$ cat src/rtl/memory_stage.sv
// MEM stage of the 19-bit pipelined core: data-memory handshake, upstream stall and MEM/WB register.
// Optional performance counters are compiled in when MEM_STAGE_PERF_EN is defined.
module memory_stage #(
   parameter int DATA_W  = 19,
   parameter int ADDR_W  = 10,
   parameter int PC_W    = 15,
   parameter int TIMEOUT = 15
) (
   input  logic              clk,
   input  logic              reset,
   input  logic              RegWriteM,
   input  logic              MemWriteM,
   input  logic [1:0]        ResultSrcM,
   input  logic [4:0]        RDM,
   input  logic [DATA_W-1:0] WriteDataM,
   input  logic [DATA_W-1:0] ALUResultM,
   input  logic [PC_W-1:0]   PCPlus1M,
   output logic              mem_req,
   output logic              mem_we,
   output logic [ADDR_W-1:0] mem_addr,
   output logic [DATA_W-1:0] mem_wdata,
   input  logic              mem_ready,
   input  logic [DATA_W-1:0] mem_rdata,
   output logic              stall_m,
   output logic              mem_err,
   output logic              RegWriteW,
   output logic [1:0]        ResultSrcW,
   output logic [4:0]        RDW,
   output logic [DATA_W-1:0] ALUResultW,
   output logic [DATA_W-1:0] ReadDataW,
   output logic [PC_W-1:0]   PCPlus1W
`ifdef MEM_STAGE_PERF_EN
   ,
   output logic [15:0]       load_cnt,
   output logic [15:0]       store_cnt,
   output logic [15:0]       stall_cnt
`endif
);

   localparam int CNT_W = ($clog2(TIMEOUT + 1) > 4) ? $clog2(TIMEOUT + 1) : 4;

   typedef enum logic {IDLE, WAIT} state_t;

   state_t           state;
   logic [CNT_W-1:0] wait_cnt;
   logic             is_load;
   logic             op;
   logic             timed_out;
   logic             stall_raw;

   // A store wins when both store and load are flagged.
   assign is_load   = ~MemWriteM & (ResultSrcM == 2'b01);
   assign op        = MemWriteM | (ResultSrcM == 2'b01);
   assign timed_out = (state == WAIT) & ~mem_ready & (wait_cnt >= CNT_W'(TIMEOUT));
   assign stall_raw = (state == IDLE) ? (op & ~mem_ready) : (~mem_ready & ~timed_out);

   assign mem_req   = reset & ((state == IDLE) ? op : 1'b1);
   assign stall_m   = reset & stall_raw;
   assign mem_we    = MemWriteM;
   assign mem_addr  = ALUResultM[ADDR_W-1:0];
   assign mem_wdata = WriteDataM;

   // Handshake FSM and MEM/WB register; a stalled cycle pushes a bubble downstream.
   always_ff @(posedge clk or negedge reset) begin
      if (!reset) begin
         state      <= IDLE;
         wait_cnt   <= '0;
         mem_err    <= 1'b0;
         RegWriteW  <= 1'b0;
         ResultSrcW <= 2'b00;
         RDW        <= '0;
         ALUResultW <= '0;
         ReadDataW  <= '0;
         PCPlus1W   <= '0;
      end else begin
         case (state)
            IDLE: begin
               if (op && !mem_ready) begin
                  state    <= WAIT;
                  wait_cnt <= CNT_W'(1);
               end else begin
                  wait_cnt <= '0;
               end
            end
            WAIT: begin
               if (mem_ready || timed_out) begin
                  state    <= IDLE;
                  wait_cnt <= '0;
               end else begin
                  wait_cnt <= wait_cnt + CNT_W'(1);
               end
            end
            default: begin
               state    <= IDLE;
               wait_cnt <= '0;
            end
         endcase

         if (timed_out) begin
            mem_err <= 1'b1;
         end

         if (stall_raw) begin
            RegWriteW  <= 1'b0;
            ResultSrcW <= 2'b00;
            RDW        <= '0;
            ALUResultW <= '0;
            ReadDataW  <= '0;
            PCPlus1W   <= '0;
         end else begin
            RegWriteW  <= RegWriteM & ~timed_out;
            ResultSrcW <= ResultSrcM;
            RDW        <= RDM;
            ALUResultW <= ALUResultM;
            ReadDataW  <= (is_load && mem_ready) ? mem_rdata : '0;
            PCPlus1W   <= PCPlus1M;
         end
      end
   end

`ifdef MEM_STAGE_PERF_EN
   logic access_done;

   assign access_done = (state == IDLE) ? (op & mem_ready) : (mem_ready | timed_out);

   // Saturating activity counters; aborted accesses still count as accesses.
   always_ff @(posedge clk or negedge reset) begin
      if (!reset) begin
         load_cnt  <= '0;
         store_cnt <= '0;
         stall_cnt <= '0;
      end else begin
         if (access_done && is_load && load_cnt != 16'hFFFF) begin
            load_cnt <= load_cnt + 16'd1;
         end
         if (access_done && MemWriteM && store_cnt != 16'hFFFF) begin
            store_cnt <= store_cnt + 16'd1;
         end
         if (stall_raw && stall_cnt != 16'hFFFF) begin
            stall_cnt <= stall_cnt + 16'd1;
         end
      end
   end
`endif

endmodule
$ cat config.mk
export PLATFORM = sky130hd
export DESIGN_NAME = memory_stage
export DESIGN_NICKNAME = d
export VERILOG_FILES = /design/src/rtl/memory_stage.sv
export SDC_FILE = /design/constraint.sdc
export NUM_CORES = 1
export LEC_CHECK = 0
export CORE_MARGIN = 2
export CORE_UTILIZATION = 32
export DETAILED_ROUTE_END_ITERATION = 10
export PLACE_DENSITY_LB_ADDON = 0.08
export SLEW_MARGIN = 20
export SYNTH_ARGS = -nofsm -noshare
export SYNTH_HDL_FRONTEND = slang
export SYNTH_SLANG_ARGS = --single-unit
$ cat constraint.sdc
create_clock -name clk -period 1.4 [get_ports clk]
set_input_delay 0.28 -clock clk [delete_from_list [all_inputs] [get_ports clk]]
set_output_delay 0.28 -clock clk [all_outputs]
set_load 0.02 [all_outputs]
# After elaboration in Yosys (flattened, before gate mapping)
# Index checks and enable logic that the tools add are counted.
[word_totals]
ff_bits = 67
out_inout_bits = 94
word_cells = 44
[op_classes]
n_addsub = 1
order_cmp = 1
n_eq_ne = 1
n_mux = 15
bitwise = 13
n_reduce_logical = 4
[op_table]
columns = ["op", "n"]
rows = [
  ["two-way mux 19 bit", 3],
  ["two-way mux 15 bit", 1],
  ["bitwise AND 1 bit", 8],
  ["case mux 4 bit (2 select lines)", 1],
  ["two-way mux 1 bit", 6],
  ["two-way mux 5 bit", 1],
  ["adder 4 x 1 -> 4 bit, second input constant", 1],
  ["greater-or-equal comparator 4 bit, second input constant", 1],
  ["two-way mux 4 bit", 1],
  ["NOT 1 bit", 4],
  ["== test 2 x 1 -> 1 bit, second input constant", 1],
  ["logical AND 1 bit", 2],
  ["two-way mux 2 bit", 1],
  ["case mux 1 bit (2 select lines)", 1],
  ["logical NOT 1 bit", 1],
  ["logical OR 1 bit", 1],
  ["OR 1 bit", 1],
]

# Depth between registers and ports, before layout
[depth]
word_depth = 7
ltp_mapped = 5
depth_no_buf = 4

# Worst setup path after synthesis
# Ideal clock, no wire load.
[synth_timing]
path_kind = "flip-flop to flip-flop"
startpoint = "register wait_cnt[0]"
endpoint = "register ALUResultW[5]"
setup_time_ns = 0.118
arrival_time_ns = 1.286
t_required_ns = 1.282
path_slack_ns = -0.005
stages_incl_launch_ff = 6
path_cell_list = "dfrtp_1 -> ha_1 -> a41oi_2 -> o31a_2 -> buf_6 -> nor2b_1"
[synth_via]
elab_chain_len = 6
[synth_rtl]
columns = ["element", "line", "rtl"]
rows = [
  ["from (decl)", "45", "logic [CNT_W-1:0] wait_cnt;"],
  ["from (signal assigned)", "90", "wait_cnt <= wait_cnt + CNT_W'(1);"],
  ["greater-or-equal comparator 4 bit", "54", "assign timed_out = (state == WAIT) & ~mem_ready & (wait_cnt >= CNT_W'(TIMEOUT));"],
  ["bitwise AND 1 bit", "54", ""],
  ["NOT 1 bit", "55", "assign stall_raw = (state == IDLE) ? (op & ~mem_ready) : (~mem_ready & ~timed_out);"],
  ["bitwise AND 1 bit", "55", ""],
  ["two-way mux 1 bit", "55", ""],
  ["two-way mux 19 bit", "103", "if (stall_raw) begin"],
  ["to (signal assigned)", "114", "ALUResultW <= ALUResultM;"],
  ["to (decl)", "29", "output logic [DATA_W-1:0] ALUResultW,"],
]
# Every way passes these cells.
# A chain may end at the register's enable or synchronous reset.

# Worst setup path in the final report
[layout_timing]
startpoint = "register wait_cnt[0]"
endpoint = "output port stall_m"
[layout_via]
elab_chain_len = 6
[layout_rtl]
columns = ["element", "line", "rtl"]
rows = [
  ["greater-or-equal comparator 4 bit", "54", ""],
  ["bitwise AND 1 bit", "54", ""],
  ["NOT 1 bit", "55", ""],
  ["bitwise AND 1 bit", "55", ""],
  ["two-way mux 1 bit", "55", ""],
  ["bitwise AND 1 bit", "58", "assign stall_m = reset & stall_raw;"],
  ["to (decl)", "24", "output logic stall_m,"],
]
# Every way passes these cells.

==> out/results.ini <==
[final_layout]
diodes = 0
register_area_mm2 = 0.00168
area_growth_syn_to_layout_pct = 70.0
fillers = 691
layout-drive-gt1-share_pct = 25.1
multi_input_comb_area_um2 = 790
final_nets = 403
design_area_mm2 = 0.00437

[setup_path]
end_kind = output port
worst_r2r_startpoint = wait_cnt[0]$_DFF_PN0_
cp.arrival_ns = 1.40
r2r_cells = 7
required_ns = 1.12
crit_type = reg2out
path_max_fanout = 2
crit_path_start_kind = flop
r2r_slack_ns = -0.11
rr_endpoint = ALUResultW[17]$_DFF_PN0_

[grt]
track_usage_pct = 15.0
antenna_found_initial = 0
grt_max_degree = 68
grt_overflow = 0
first_global_vias = 1769
grt_pass1_wl_um = 9690

[synth]
netlist_top_cells_area = dfrtp_1 65%, nor2b_2 9.9%, buf_4 9.1%, and2_1 4.6%, nor2b_1 3.2%
syn_inst = 183
netlist_area_mm2 = 0.00257
yosysTopAreaCell = dfrtp_1
ys_types = 21
syn-num-nets = 268
ys_seq_elements = 67
avgSynthCellArea_um2 = 14.0
synth_top_cell_area_share_pct = 65.3
yosys_warnings = 0
ys_seq_area_share_pct = 65.3

[detailed_routing]
drcViolationCount = 0
wirelength_um = 6260
final_antenna_net_count = 0
wl_per_cell_um = 14.7
viasPerCell = 4.17
num_vias = 1772
drtPass1Iterations = 4
drt_iter0_markers = 42

[power_and_ir_drop]
power.switching_mw = 1.18
comb_power_share_pct = 18.7
power.total_mw = 4.50
p_int_mw = 3.32
power_frac_seq_pct = 45.6
p_leak_nw = 2.26
netSwitchingFraction_pct = 26.2
pwr-share-clk_pct = 35.6
power_density_mw_per_mm2 = 1030
irDropWorstVdd_uv = 521

[placement]
placed_cell_area_mm2 = 0.00393
gp_congestion = 0.734
dp_hpwl_um = 4120
port_buffers = 139

[floorplan]
dieArea_mm2 = 0.00876
die_h_um = 93.6
io_pins = 178
die_x_um = 93.6
num_rows = 32
core_area_mm2 = 0.00777
start_util_pct = 33.1

[timing]
finalCritPeriodShare_pct = 120
timing.fmax_ghz = 0.595
rsz0062_at_grt = yes
skew_ns = 0.00751
hold_violations = 0
max_slew_margin_pct = 44.5
setup_slack_ns = -0.281
worst_slew_pin_slew_ns = 0.832
drv_slew = 0
setup_viol = 44
fin_crit_ns = 1.68

[cts]
cts_hold_buf = 0
clockRootBuffer = clkbuf_8
numCtsBuffers = 9
tritoncts = yes
clock_latency_ns = 0.34
path_clk_slew_ns = 0.08
ctsHtreeMaxLevel = 3
numClockSinks = 67
clockBufferDepth = 2

[run_status]
status = complete, but fails checks
violations = negative setup slack

[job]
maxCapViolCount = 0

[worst_hold_path]
hold_path_class = in2async

## synthesized netlist by cell type
cell type / count
dfrtp_1: 67
buf_4: 31
nor2b_2: 29
and2_1: 19
nor2b_1: 13
buf_6: 4
and3_1: 2
and3b_1: 2
nand2b_1: 2
nand3_1: 2
xnor2_1: 2
a211oi_1: 1
a41oi_2: 1
clkbuf_2: 1
ha_1: 1
nor2_1: 1
nor2b_4: 1
nor3_1: 1
o21a_1: 1
o21bai_1: 1
o31a_2: 1
## layer usage
metal	GRT usage (%)	vias to the layer above	wire (um)
met2	22.8	94	3030
met4	6.04	0	81
met5	0	-	0
met3	5.80	14	520
li1	-	813	-
met1	19.3	851	2620
## cells by family after synthesis
logic type      count (synthesis)  share of synthesized area (%)
simple gates                   72                           20.6
flops                          67                           65.3
buf+inv                        36                           11.0
compound gates                  5                           1.90
xor+xnor                        2                          0.682
fa+ha+maj                       1                          0.487
## flip-flops by register name, summed over array words and instances (netlist names)
| name | flops |
|---|---|
| RDW | 5 |
| ReadDataW | 19 |
| wait_cnt | 4 |
| ResultSrcW | 2 |
| PCPlus1W | 15 |
| mem_err | 1 |
| RegWriteW | 1 |
| ALUResultW | 19 |
| state | 1 |
## cell type report
cell class / count / area share (%)
Clock buffer: 9 / 2.84
Clock inverter: 7 / 1.78
Multi-Input combinational cell: 80 / 18.1
Sequential cell: 67 / 38.4
Tap cell: 102 / 2.92
Timing Repair Buffer: 160 / 36.0
## through the flow
stage	hold slack (ns)	worst slack, ns	TNS (ns)	std cells	util (%)
CTS	0.190	-0.326	-7.98	428	55.1
finish	0.163	-0.281	-3.90	425	56.2
global route	0.249	-0.370	-6.54	425	56.2
global placement	0.465	-0.742	-16.19	402	50.6
floorplan	-0.0156	0.0581	0	183	-
detailed placement	0.473	-0.734	-16.96	402	50.6
## worst max-delay path, stage by stage, from the launching register on
cell	delay, ns
dfrtp_1	0.39
ha_2	0.20
a41oi_2	0.15
and3b_1	0.20
buf_6	0.12
## power by group through the flow
stage	registers, mW	clock network (mW)	logic, mW
after floorplan	2.22	0	0.269
after global placement	2.09	0	0.780
after detailed placement	2.09	0	0.777
after CTS	2.05	1.67	0.819
after global routing	2.06	1.78	0.902
final	2.05	1.60	0.842
## layout by cell type (no fill, tap or decap), types with 3 or more instances in the layout
cell type | synthesis | routed
and2_1 | 19 | 19
buf_12 | 0 | 4
buf_16 | 0 | 3
buf_4 | 31 | 13
clkbuf_8 | 0 | 9
clkdlybuf4s50_1 | 0 | 60
clkinv_4 | 0 | 3
dfrtp_1 | 67 | 67
dlygate4sd2_1 | 0 | 73
nor2b_1 | 13 | 7
nor2b_2 | 29 | 6
nor2b_4 | 1 | 30
## worst max path at each step
stage	from	to	slack, ns	cells past startpoint
detailed placement	ResultSrcM[0]	mem_req	-0.73	6
global placement	ResultSrcM[0]	mem_req	-0.74	6
CTS	wait_cnt[0]$_DFF_PN0_	stall_m	-0.33	4
floorplan	wait_cnt[0]$_DFF_PN0_	ALUResultW[5]$_DFF_PN0_	0.06	5
finish	wait_cnt[0]$_DFF_PN0_	stall_m	-0.28	4
global route	wait_cnt[1]$_DFF_PN0_	stall_m	-0.37	4
## timing repair
action                                  CTS  global route
pin swaps                                 2             2
resized for setup                       107            28
cloned                                    4             0
endpoints found under the setup margin  117            47
buffers inserted                          8             1
Note: power is estimated with default switching activity, not from simulation.
